<file path="config.mk">
export PLATFORM = sky130hd
export DESIGN_NAME = bp_cce_pending_write_sched
export DESIGN_NICKNAME = d
export VERILOG_FILES = /design/src/rtl/bp_cce_pending_write_sched.sv
export SDC_FILE = /design/constraint.sdc
export NUM_CORES = 1
export LEC_CHECK = 0
export ABC_AREA = 1
export BUFFER_PORTS_ARGS = -buffer_cell sky130_fd_sc_hd__buf_2
export CELL_PAD_IN_SITES_DETAIL_PLACEMENT = 2
export CELL_PAD_IN_SITES_GLOBAL_PLACEMENT = 2
export CORE_MARGIN = 10
export CORE_UTILIZATION = 20
export CTS_BUF_LIST = sky130_fd_sc_hd__clkbuf_4 sky130_fd_sc_hd__clkbuf_8 sky130_fd_sc_hd__clkbuf_16
export DETAILED_ROUTE_END_ITERATION = 8
export HOLD_SLACK_MARGIN = 0.08
export MAX_ROUTING_LAYER = met4
export PLACE_DENSITY = 0.83
export SLEW_MARGIN = 20
export SYNTH_ARGS = -nofsm -noshare
export SYNTH_HDL_FRONTEND = slang
export SYNTH_SLANG_ARGS = --single-unit
</file>
<file path="constraint.sdc">
create_clock -name clk_i -period 1.4 [get_ports clk_i]
set_input_delay 0.21 -clock clk_i [delete_from_list [all_inputs] [get_ports clk_i]]
set_output_delay 0.21 -clock clk_i [all_outputs]
set_load 0.03 [all_outputs]
</file>
<file path="src/rtl/bp_cce_pending_write_sched.sv">
// bp_cce_pending_write_sched
//   Arbitrates the CCE pending-bit write port between the microcode and the
//   message unit. Message-unit requests win by default. A saturating starvation
//   counter forces a waiting microcode request through after starve_limit_p
//   consecutive message wins. The winner is held in a one-entry output register
//   that is drained through a valid/ready handshake.
//   Optional feature macro: BP_CCE_PEND_COALESCE_EN. When it is defined, both
//   requesters are accepted together if their address and bypass fields match,
//   and a single write is issued that carries the message-unit pending value.
module bp_cce_pending_write_sched #(
    parameter int unsigned paddr_width_p  = 40,
    parameter int unsigned starve_limit_p = 4
) (
    input  logic                     clk_i,
    input  logic                     reset_i,

    input  logic                     ucode_v_i,
    input  logic [paddr_width_p-1:0] ucode_addr_i,
    input  logic                     ucode_addr_bypass_i,
    input  logic                     ucode_pending_i,
    output logic                     ucode_ready_o,

    input  logic                     msg_v_i,
    input  logic [paddr_width_p-1:0] msg_addr_i,
    input  logic                     msg_addr_bypass_i,
    input  logic                     msg_pending_i,
    output logic                     msg_ready_o,

    output logic                     pending_w_v_o,
    output logic [paddr_width_p-1:0] pending_w_addr_o,
    output logic                     pending_w_addr_bypass_o,
    output logic                     pending_o,
    input  logic                     pending_w_ready_i,

    output logic                     ucode_starved_o
);

    // A limit of 0 still needs a 1-bit counter; it simply never leaves 0.
    localparam int unsigned cnt_width_lp =
        (starve_limit_p == 0) ? 1 : $clog2(starve_limit_p + 1);
    localparam logic [cnt_width_lp-1:0] starve_limit_lp = cnt_width_lp'(starve_limit_p);

    typedef enum logic {
        e_empty = 1'b0,
        e_full  = 1'b1
    } state_e;

    state_e                   state_r, state_n;
    logic [cnt_width_lp-1:0]  cnt_r, cnt_n;
    logic [paddr_width_p-1:0] addr_r;
    logic                     bypass_r;
    logic                     pending_r;

    logic                     space;
    logic                     starve;
    logic                     coalesce;
    logic                     grant_msg;
    logic                     grant_uc;
    logic                     load;
    logic [paddr_width_p-1:0] load_addr;
    logic                     load_bypass;
    logic                     load_pending;

    // Arbitration: grants, coalescing and selection of the fields to capture
    always_comb begin
        space        = (state_r == e_empty) | pending_w_ready_i;
        starve       = (cnt_r == starve_limit_lp);
        coalesce     = 1'b0;
`ifdef BP_CCE_PEND_COALESCE_EN
        coalesce     = ucode_v_i & msg_v_i & space
                     & (ucode_addr_i == msg_addr_i)
                     & (ucode_addr_bypass_i == msg_addr_bypass_i);
`endif
        grant_msg    = (msg_v_i & space & ~(starve & ucode_v_i)) | coalesce;
        grant_uc     = (ucode_v_i & space & (~msg_v_i | starve)) | coalesce;
        load         = grant_msg | grant_uc;
        load_addr    = ucode_addr_i;
        load_bypass  = ucode_addr_bypass_i;
        load_pending = ucode_pending_i;
        // A coalesced write carries the message-unit fields (addresses match).
        if (grant_msg) begin
            load_addr    = msg_addr_i;
            load_bypass  = msg_addr_bypass_i;
            load_pending = msg_pending_i;
        end
    end

    // Starvation counter next value: clear when ucode is served or idle, saturate at the limit
    always_comb begin
        cnt_n = cnt_r;
        if (grant_uc | ~ucode_v_i) begin
            cnt_n = '0;
        end else if (grant_msg & (cnt_r < starve_limit_lp)) begin
            cnt_n = cnt_r + cnt_width_lp'(1);
        end
    end

    // Output-register occupancy next state
    always_comb begin
        state_n = state_r;
        case (state_r)
            e_empty: begin
                if (load) state_n = e_full;
            end
            e_full: begin
                if (load)                   state_n = e_full;
                else if (pending_w_ready_i) state_n = e_empty;
            end
        endcase
    end

    // State and starvation counter registers
    always_ff @(posedge clk_i) begin
        if (reset_i) begin
            state_r <= e_empty;
            cnt_r   <= '0;
        end else begin
            state_r <= state_n;
            cnt_r   <= cnt_n;
        end
    end

    // Held write fields; reset discards any held entry
    always_ff @(posedge clk_i) begin
        if (reset_i) begin
            addr_r    <= '0;
            bypass_r  <= 1'b0;
            pending_r <= 1'b0;
        end else if (load) begin
            addr_r    <= load_addr;
            bypass_r  <= load_bypass;
            pending_r <= load_pending;
        end
    end

    assign ucode_ready_o           = grant_uc;
    assign msg_ready_o             = grant_msg;
    assign pending_w_v_o           = (state_r == e_full);
    assign pending_w_addr_o        = addr_r;
    assign pending_w_addr_bypass_o = bypass_r;
    assign pending_o               = pending_r;
    assign ucode_starved_o         = starve;

endmodule

</file>
==> results of run 1 <==
## cell families after synthesis
kind of cell | count (synthesis) | synth area share [%]
AOI/OAI and AO/OA | 44 | 8.83
adders and majority gates | 2 | 0.954
buffers and inverters | 128 | 20.3
DFF | 46 | 35.1
and+or+nand+nor | 191 | 34.8
## state kept, by name (all words and copies together), names as in the netlist
signal / cells
pending_o: 1
cnt_r: 3
pending_w_v_o: 1
pending_w_addr_o: 40
pending_w_addr_bypass_o: 1
## power groups by stage
| stage | registers (mW) | logic [mW] | clock network, mW |
|---|---|---|---|
| 2_1_floorplan | 1.76 | 0.491 | 0 |
| 3_5_place_dp | 1.53 | 1.20 | 0 |
| 5_1_grt | 1.52 | 1.35 | 1.37 |
| 3_3_place_gp | 1.52 | 1.14 | 0 |
| 6_report | 1.50 | 1.22 | 1.26 |
| 4_1_cts | 1.50 | 1.22 | 1.32 |
## synth_stat cells (2+ instances only)
cell type  number  area share (%)
inv_1          97              14
nor2_1          7             1.0
buf_6           4             1.7
a21oi_1        42             8.0
buf_2          17             3.2
ha_1            2            0.95
nand3_4         2             1.3
nand2_1        93              13
nand4_1        44              10
buf_1           2            0.29
nand3_1        43             8.2
clkbuf_1        7             1.0
dfxtp_1        46              35
## layout make-up
type / count / share of cell area (%)
diodes: 1 / 0.0657
clock buffers: 7 / 3.84
clock inverters: 1 / 0.131
inverters: 98 / 9.82
multi-input cells: 237 / 32.0
flip-flops and latches: 46 / 24.2
well taps: 172 / 5.65
repair buffers: 159 / 24.3
## routing by layer
metal  vias to the layer above  GRT usage (%)  routed length, um
li1                       1566              -                  -
met1                      1509           15.5               5220
met2                        94           24.5               6230
met3                         7           3.41                667
met4                         0           2.18                 73
met5                         -              -                  0
## worst max-delay path by stage
stage | slack, ps | cells after the start | startpoint | to
2_1_floorplan | 3 | 8 | cnt_r[0] | cnt_r[2]
3_3_place_gp | 7 | 8 | cnt_r[0] | pending_w_addr_o[3]
3_5_place_dp | -120 | 8 | cnt_r[0] | pending_w_addr_o[21]
4_1_cts | -110 | 6 | cnt_r[1] | msg_ready_o
5_1_grt | -180 | 6 | cnt_r[1] | msg_ready_o
6_report | -100 | 6 | cnt_r[1] | msg_ready_o
## timing repair
item / in CTS / in global routing
setup endpoints to repair: 46 / 46
hold buffers: 0 / 0
pin swaps: 1 / 3
gates resized for setup: 14 / 10
buffers inserted: 2 / 3
## critical path: stages (launching register included)
cell	delay, ps
dfxtp_2	330
inv_2	80
ha_4	160
nand3_4	100
nand3_4	100
clkinvlp_4	100
buf_6	140
==> flow_metrics.py, run 1 <==
metrics = {
    "sta": {
        "worst_hold_slack_ps": 210,
        "slew_viol_final": 0,
        "rsz0062_at_grt": "true",
        "fin_crit_ps": 1500,
        "tightest_slew_ps": 288,
        "fin_skew_ps": 4.46,
        "finalWorstSetupSlack_ps": -105,
        "finalSetupViolations": 21,
        "fmax_ghz": 0.664,
        "slew_headroom_pct": 80.8,
        "setup_tns_ps": -556,
        "period_share_pct": 107,
        "hold_viol_final": 0,
    },
    "placement": {
        "gp_congestion": 0.777,
        "place_area_um2": 3540,
        "port_buffers": 134,
        "place_hpwl_mm": 9.67,
        "dp_cells": 707,
        "dpl_worst_slack_ps": -121,
    },
    "job": {
        "drv_cap": 0,
    },
    "die": {
        "initial_core_util_pct": 20.6,
        "die_h_um": 135,
        "rows": 41,
        "fp.dieW_um": 135,
        "ios": 135,
        "core_um2": 12700,
        "die_area_um2": 18100,
    },
    "final_layout": {
        "final_common_cell": "buf_2",
        "fin_area_um2": 3810,
        "fill_cells": 1602,
        "multiInputGateArea_um2": 1220,
        "mostFrequentLayoutCells": "131 x buf_2, 93 x inv_1, 89 x nand2_1, 44 x nand4_1, 44 x dfxtp_1",
        "finish.utilization_pct": 29.9,
        "fin_nets": 638,
        "drive_gt1_share_pct": 34.1,
        "fin_cells": 721,
        "seq_area_um2": 923,
        "area_growth_syn_to_layout_pct": 45.3,
    },
    "yosys": {
        "synth-seq-cells": 46,
        "yosysSeqAreaShare_pct": 35.1,
        "synth_ff_type": "dfxtp_1",
        "ys_async_sr_fraction_pct": 0,
        "yosysUniqueCellTypes": 18,
        "synth_edf_count": 0,
        "synth_fp_nets": 502,
        "ys_warn_count": 0,
        "syn_inst": 411,
        "avgSynthCellArea_um2": 6.38,
        "syn-cell-area_um2": 2620,
    },
    "power": {
        "leakage_nw": 2.19,
        "internal_power_mw": 2.60,
        "powerDensity_nw_per_um2": 1040,
        "report.power.total_mw": 3.98,
        "p_sw_share_pct": 34.7,
        "ir_worst_vdd_v": 0.000465,
        "p_sw_mw": 1.38,
        "power_frac_seq_pct": 37.7,
        "combPwrFrac_pct": 30.6,
        "clkPwrFrac_pct": 31.7,
    },
    "outcome": {
        "failed_checks": "setup timing",
        "status": "complete, but fails checks",
    },
    "global_route": {
        "grt_pass1_wl_mm": 19.6,
        "grt-ovfl-total": 0,
        "antenna_found_initial": 1,
        "grt_pass1_vias": 3681,
        "grt_max_degree": 29,
        "grt_use_total_pct": 13.7,
    },
    "clock_network": {
        "h-tree-depth": 2,
        "cts_tree": "done",
        "clk_latency_ps": 290,
        "cts_num_sinks": 46,
        "clockBufferDepth": 2,
        "clk_root_buffer_cell": "clkbuf_16",
        "cts_made_buffers": 5,
        "clk_pin_slew_ps": 70,
    },
    "hold_path": {
        "min_path_cells": 5,
        "holdPathEnd": "pending_w_addr_o[34]",
        "hp-class": "in2reg",
        "hp-start": "ucode_addr_i[34]",
    },
    "worst_setup_path": {
        "critPathLaunchType": "register",
        "r2r_end": "pending_w_addr_o[21]",
        "critPathKind": "reg2out",
        "crit_required_ps": 1190,
        "worstRegToRegCells": 10,
        "rrSetupSlack_ps": -50,
        "critical_path_peak_fanout": 3,
        "worstReg2RegStart": "cnt_r[0]",
        "cp-end-kind": "primary output",
        "arrival_ps": 1290,
    },
    "routing": {
        "drtAntennaViolNets": 0,
        "viasPerCell": 4.40,
        "drt-initial-drc-count": 94,
        "drt_wl_total_mm": 12.2,
        "dr.pass1.iters": 4,
        "drc": 0,
        "num_vias": 3176,
        "wl_per_cell_um": 16.9,
    },
}
Note: power is estimated with default switching activity, not from simulation.
==> inputs of run 2 (changes only) <==
Settings changed: CORE_MARGIN 10 to 4, GPL_TIMING_DRIVEN from default to 0.
==> run 2 against run 1 <==
- the flow still finishes with violations (setup timing)
- clock power is 9.5% higher
- maximum frequency decreased by 4.6%
- core utilization is 0.39 points higher
- global-route usage up 2.1 points
- critical path type unchanged
- highest routed layer unchanged
- first-iteration DRC count decreased by 8.5%
- wire length decreased by 5.2%
- critical endpoint unchanged
- sequential cell count stayed put
==> flow_metrics.py, run 2 (synthesis gave the netlist of run 1 again) <==
metrics = {
    "outcome": {
        "status": "complete, but fails checks",
        "failed_checks": "setup timing",
    },
    "routing": {
        "wl_per_cell_um": 15.8,
        "num_vias": 3262,
        "viasPerCell": 4.46,
        "drt-initial-drc-count": 86,
        "drtAntennaViolNets": 0,
        "drt_wl_total_mm": 11.6,
        "dr.pass1.iters": 4,
        "drc": 0,
    },
    "global_route": {
        "antenna_found_initial": 1,
        "grt_use_total_pct": 15.8,
        "grt-ovfl-total": 0,
        "grt_pass1_wl_mm": 18.1,
        "grt_max_degree": 15,
        "grt_pass1_vias": 3561,
    },
    "final_layout": {
        "fill_cells": 1590,
        "largest_reg_flops": 40,
        "final_common_cell": "buf_2",
        "drive_gt1_share_pct": 32.8,
        "area_growth_syn_to_layout_pct": 47.2,
        "mostFrequentLayoutCells": "142 x buf_2, 93 x nand2_1, 93 x inv_1, 44 x nand4_1",
        "fin_nets": 648,
    },
    "die": {
        "core_um2": 12700,
        "initial_core_util_pct": 20.6,
        "die_area_um2": 15000,
        "fp.dieW_um": 123,
        "die_h_um": 123,
        "rows": 41,
        "ios": 135,
    },
    "worst_setup_path": {
        "cp-end-kind": "primary output",
        "critPathKind": "reg2out",
        "worstRegToRegCells": 10,
        "arrival_ps": 1370,
        "critPathLaunchType": "register",
        "critical_path_peak_fanout": 3,
        "crit_required_ps": 1190,
    },
    "clock_network": {
        "cts_made_buffers": 5,
        "clockBufferDepth": 2,
        "cts_tree": "done",
        "h-tree-depth": 2,
        "cts_hold_buf": 0,
        "clk_latency_ps": 290,
        "cts_num_sinks": 46,
        "clk_root_buffer_cell": "clkbuf_16",
        "clk_pin_slew_ps": 70,
    },
    "sta": {
        "setup_tns_ps": -3060,
        "fin_crit_ps": 1580,
        "slew_viol_final": 0,
        "finalSetupViolations": 42,
        "tightest_slew_ps": 555,
        "hold_viol_final": 0,
        "fin_skew_ps": 5.06,
        "slew_headroom_pct": 63.0,
        "fmax_ghz": 0.634,
        "rsz0062_at_grt": "true",
        "finalWorstSetupSlack_ps": -178,
        "period_share_pct": 113,
    },
    "placement": {
        "dpl_worst_slack_ps": -262,
        "gp_congestion": 0.784,
        "port_buffers": 132,
        "place_hpwl_mm": 8.84,
    },
    "power": {
        "ir_worst_vdd_v": 0.000384,
        "leakage_nw": 2.21,
        "powerDensity_nw_per_um2": 1050,
    },
    "hold_path": {
        "hp-class": "in2reg",
        "min_path_cells": 5,
    },
    "job": {
        "drv_cap": 0,
    },
}
## run 2: changes by cell type in the layout (fill, tap and decap cells not counted), sizes merged
cell,change
clkinv,+1
bufinv,+1
buf,+2
clkbuf,+6
## run 2: report_power, final
group	switching [mW]	internal [mW]
registers	0.0658	1.43
logic	0.761	0.409
clock network	0.539	0.837
## run 2: layout make-up
type                    instances  area, um^2  area share (%)
repair buffers                139         766            19.8
inverters                      98         374            9.69
plain buffers                  30         208            5.38
clock buffers                   5         125            3.24
well taps                     172         215            5.58
multi-input cells             237        1200            31.2
flip-flops and latches         46         927            24.0
clock inverters                 3        40.0            1.04
diodes                          1        2.50          0.0648
## run 2: timing repair
action                                  4_1_cts  5_1_grt
buffers inserted                              5        1
pin swaps                                     1       22
cloned                                        0        1
endpoints found under the setup margin       47       46
resized for setup                            22       13
## run 2: per-layer routing
layer / part of all wire (%) / track usage (%) / vias up
met2: 50 / 27.6 / 96
li1: - / - / 1587
met4: 0.96 / 3.36 / 0
met5: 0 / - / -
met3: 5.7 / 3.59 / 10
met1: 43 / 18.7 / 1569
## run 2: final timing paths
path                                      startpoint              endpoint  slack, ps
worst max register to register              cnt_r[0]             pending_o       -100
worst min register to register  pending_w_addr_o[30]  pending_w_addr_o[30]        530
worst min-delay path                 ucode_addr_i[5]   pending_w_addr_o[5]        200
worst max-delay path                        cnt_r[0]           msg_ready_o       -180
## run 2: per-stage QoR
stage	area, um^2	hold slack (ps)	cells	power (mW)	utilization, %
floorplan	2630	401	411	2.25	-
global placement	3510	493	715	2.64	27.6
detailed placement	3510	512	715	2.69	27.6
CTS	3780	198	728	4.15	29.7
global route	3860	221	731	4.34	30.3
finish	3860	203	731	4.05	30.3
## run 2: worst max-delay path, cell delays in order, from the launching register on
cell        delay [ps]
dfxtp_4            370
inv_4               40
ha_4               160
nand3_4            100
nand3_4             80
buf_8              140
clkinvlp_4          60
buf_6              120
==> inputs of run 3 (changes only) <==
Settings changed: ABC_AREA 1 to 0, CORE_UTILIZATION 20 to 22.
==> run 3 against run 2 <==
- the flow still finishes with violations (setup timing)
- wire length increased by 0.76%
- cell count decreased by 22%
- clock-buffer cell count increased by 1
- largest power group unchanged
==> flow_metrics.py, run 3 <==
metrics = {
    "outcome": {
        "status": "complete, but fails checks",
        "failed_checks": "setup timing",
    },
    "clock_network": {
        "cts_tree": "done",
        "cts_num_sinks": 46,
        "clk_root_buffer_cell": "clkbuf_16",
        "cts_made_buffers": 5,
        "clk_pin_slew_ps": 70,
        "clockBufferDepth": 2,
        "h-tree-depth": 2,
        "cts_hold_buf": 0,
        "clk_latency_ps": 280,
    },
    "sta": {
        "hold_viol_final": 0,
        "fin_skew_ps": 6.55,
        "slew_headroom_pct": 18.0,
        "finalSetupViolations": 47,
        "fin_crit_ps": 1850,
        "setup_tns_ps": -16330,
        "rsz0062_at_grt": "true",
        "period_share_pct": 132,
        "finalWorstSetupSlack_ps": -451,
        "tightest_slew_ps": 1230,
        "slew_viol_final": 0,
        "fmax_ghz": 0.540,
    },
    "worst_setup_path": {
        "rrSetupSlack_ps": -400,
        "arrival_ps": 1640,
        "crit_chain": "inv_2 > ha_4 > and2_4 > o211a_1 > buf_8 > buf_12 > buf_8",
        "r2r_end": "pending_w_addr_bypass_o",
        "worstReg2RegStart": "cnt_r[1]",
        "path_common_cell": "buf_8",
        "crit_required_ps": 1190,
        "max_stage_delay_ps": 350,
        "critPathKind": "reg2out",
        "critPathSlowestCell": "dfxtp_2",
        "cp-end-kind": "primary output",
        "critical_path_peak_fanout": 3,
        "worstRegToRegCells": 8,
        "critPathLaunchType": "register",
    },
    "yosys": {
        "yosysUniqueCellTypes": 29,
        "avgSynthCellArea_um2": 9.14,
        "yosysSeqAreaShare_pct": 36.8,
        "synth.most_common_cell": "dfxtp_1",
        "synth_common_cells": "46 x dfxtp_1, 45 x inv_1, 43 x a21oi_1",
        "syn-cell-area_um2": 2500,
        "ys_async_sr_fraction_pct": 0,
        "synth-seq-cells": 46,
        "yosys-top-cells-area": "dfxtp_1 37%, a2111oi_2 22%, nor4_1 10%",
        "synth_fp_nets": 365,
        "synth_ff_type": "dfxtp_1",
        "syn_inst": 274,
        "ys_warn_count": 0,
        "netlist.top_cell.by_area": "dfxtp_1",
        "synth_edf_count": 0,
        "synth_top_area_share_pct": 36.8,
    },
    "placement": {
        "place_area_um2": 3940,
        "gp_congestion": 0.712,
        "place_hpwl_mm": 8.23,
        "dp_cells": 547,
        "port_buffers": 133,
    },
    "hold_path": {
        "holdPathEnd": "pending_w_addr_o[36]",
        "min_path_cells": 3,
        "hp-class": "in2reg",
        "hp-start": "ucode_addr_i[36]",
    },
    "die": {
        "die_area_um2": 13200,
        "core_um2": 11000,
        "initial_core_util_pct": 22.8,
        "ios": 135,
        "die_h_um": 115,
        "rows": 38,
        "fp.dieW_um": 115,
    },
    "routing": {
        "drt_wl_total_mm": 11.7,
        "drc": 0,
        "wl_per_cell_um": 20.3,
        "viasPerCell": 4.98,
        "drt-initial-drc-count": 91,
        "dr.pass1.iters": 3,
        "drtAntennaViolNets": 0,
        "num_vias": 2851,
    },
    "final_layout": {
        "drive_gt1_share_pct": 62.4,
        "seq_area_um2": 927,
        "num_antenna_cells": 0,
        "largest_reg_flops": 40,
        "fin_cells": 573,
        "fin_nets": 524,
        "mostFrequentLayoutCells": "138 x buf_2, 43 x inv_1, 43 x dfxtp_1, 42 x a21oi_1, 42 x a2111oi_4",
        "finish.utilization_pct": 42.9,
        "area_growth_syn_to_layout_pct": 88.2,
        "multiInputGateArea_um2": 2040,
        "fill_cells": 1159,
        "final_common_cell": "buf_2",
        "fin_area_um2": 4710,
    },
    "power": {
        "report.power.total_mw": 4.33,
        "ir_worst_vdd_v": 0.000632,
        "leakage_nw": 1.91,
        "powerDensity_nw_per_um2": 919,
    },
    "global_route": {
        "grt_pass1_wl_mm": 17.9,
        "grt_pass1_vias": 3210,
        "grt_max_degree": 14,
        "antenna_found_initial": 0,
        "grt_use_total_pct": 17.8,
        "grt-ovfl-total": 0,
    },
    "job": {
        "drv_cap": 0,
    },
}
## run 3: repair_timing
item / CTS / global route
pin swaps: 6 / 10
resized for setup: 45 / 38
cloned: 3 / 0
setup buffers: 7 / 10
setup endpoints to repair: 48 / 48
## run 3: cell families (layout without fill, tap and decap cells)
group	Yosys count	in the layout	share of synthesized area (%)
adders and majority gates	2	2	0.999
DFF	46	46	36.8
and+or+nand+nor	56	56	13.8
AOI/OAI and AO/OA	90	90	34.3
buffers and inverters	80	239	14.1
## run 3: critical path: cells and delay by family (launching register included)
family / cells / cell delay (ps)
AOI/OAI and AO/OA: 1 / 230
adders and majority gates: 1 / 160
buffers and inverters: 4 / 460
DFF: 1 / 350
and+or+nand+nor: 1 / 150
## run 3: how the worst max path moves through the flow
stage	startpoint	end	slack [ps]	depth (start not counted)
2_1_floorplan	cnt_r[0]	pending_w_addr_o[0]	-210	7
3_3_place_gp	cnt_r[0]	pending_w_addr_o[14]	-440	7
3_5_place_dp	cnt_r[1]	pending_w_addr_o[23]	-500	7
4_1_cts	cnt_r[0]	pending_w_addr_o[23]	-420	8
5_1_grt	cnt_r[1]	ucode_ready_o	-500	7
6_report	cnt_r[1]	ucode_ready_o	-450	7
## run 3: per-layer routing
metal,up-vias,wire length (um),GRT usage (%)
li1,1347,-,-
met1,1430,4720,22.1
met2,68,6450,31.8
met3,6,426,2.27
met4,0,56,2.50
met5,-,0,-
## run 3: layout make-up
class | instances | share of cell area [%]
Clock buffer | 6 | 2.95
Multi-Input combinational cell | 148 | 43.3
Inverter | 46 | 3.66
Tap cell | 140 | 3.72
Clock inverter | 1 | 0.637
Buffer | 34 | 6.24
Sequential cell | 46 | 19.7
Timing Repair Buffer | 152 | 19.8
## run 3: power by group
group	internal, mW	switching (mW)
Combinational	0.600	0.845
Sequential	1.42	0.0644
Clock	0.883	0.517
## run 3: per-stage QoR
step | setup slack (ps) | hold slack [ps]
5_1_grt | -497 | 228
3_3_place_gp | -436 | 475
3_5_place_dp | -500 | 493
4_1_cts | -423 | 175
6_report | -451 | 219
2_1_floorplan | -213 | 351
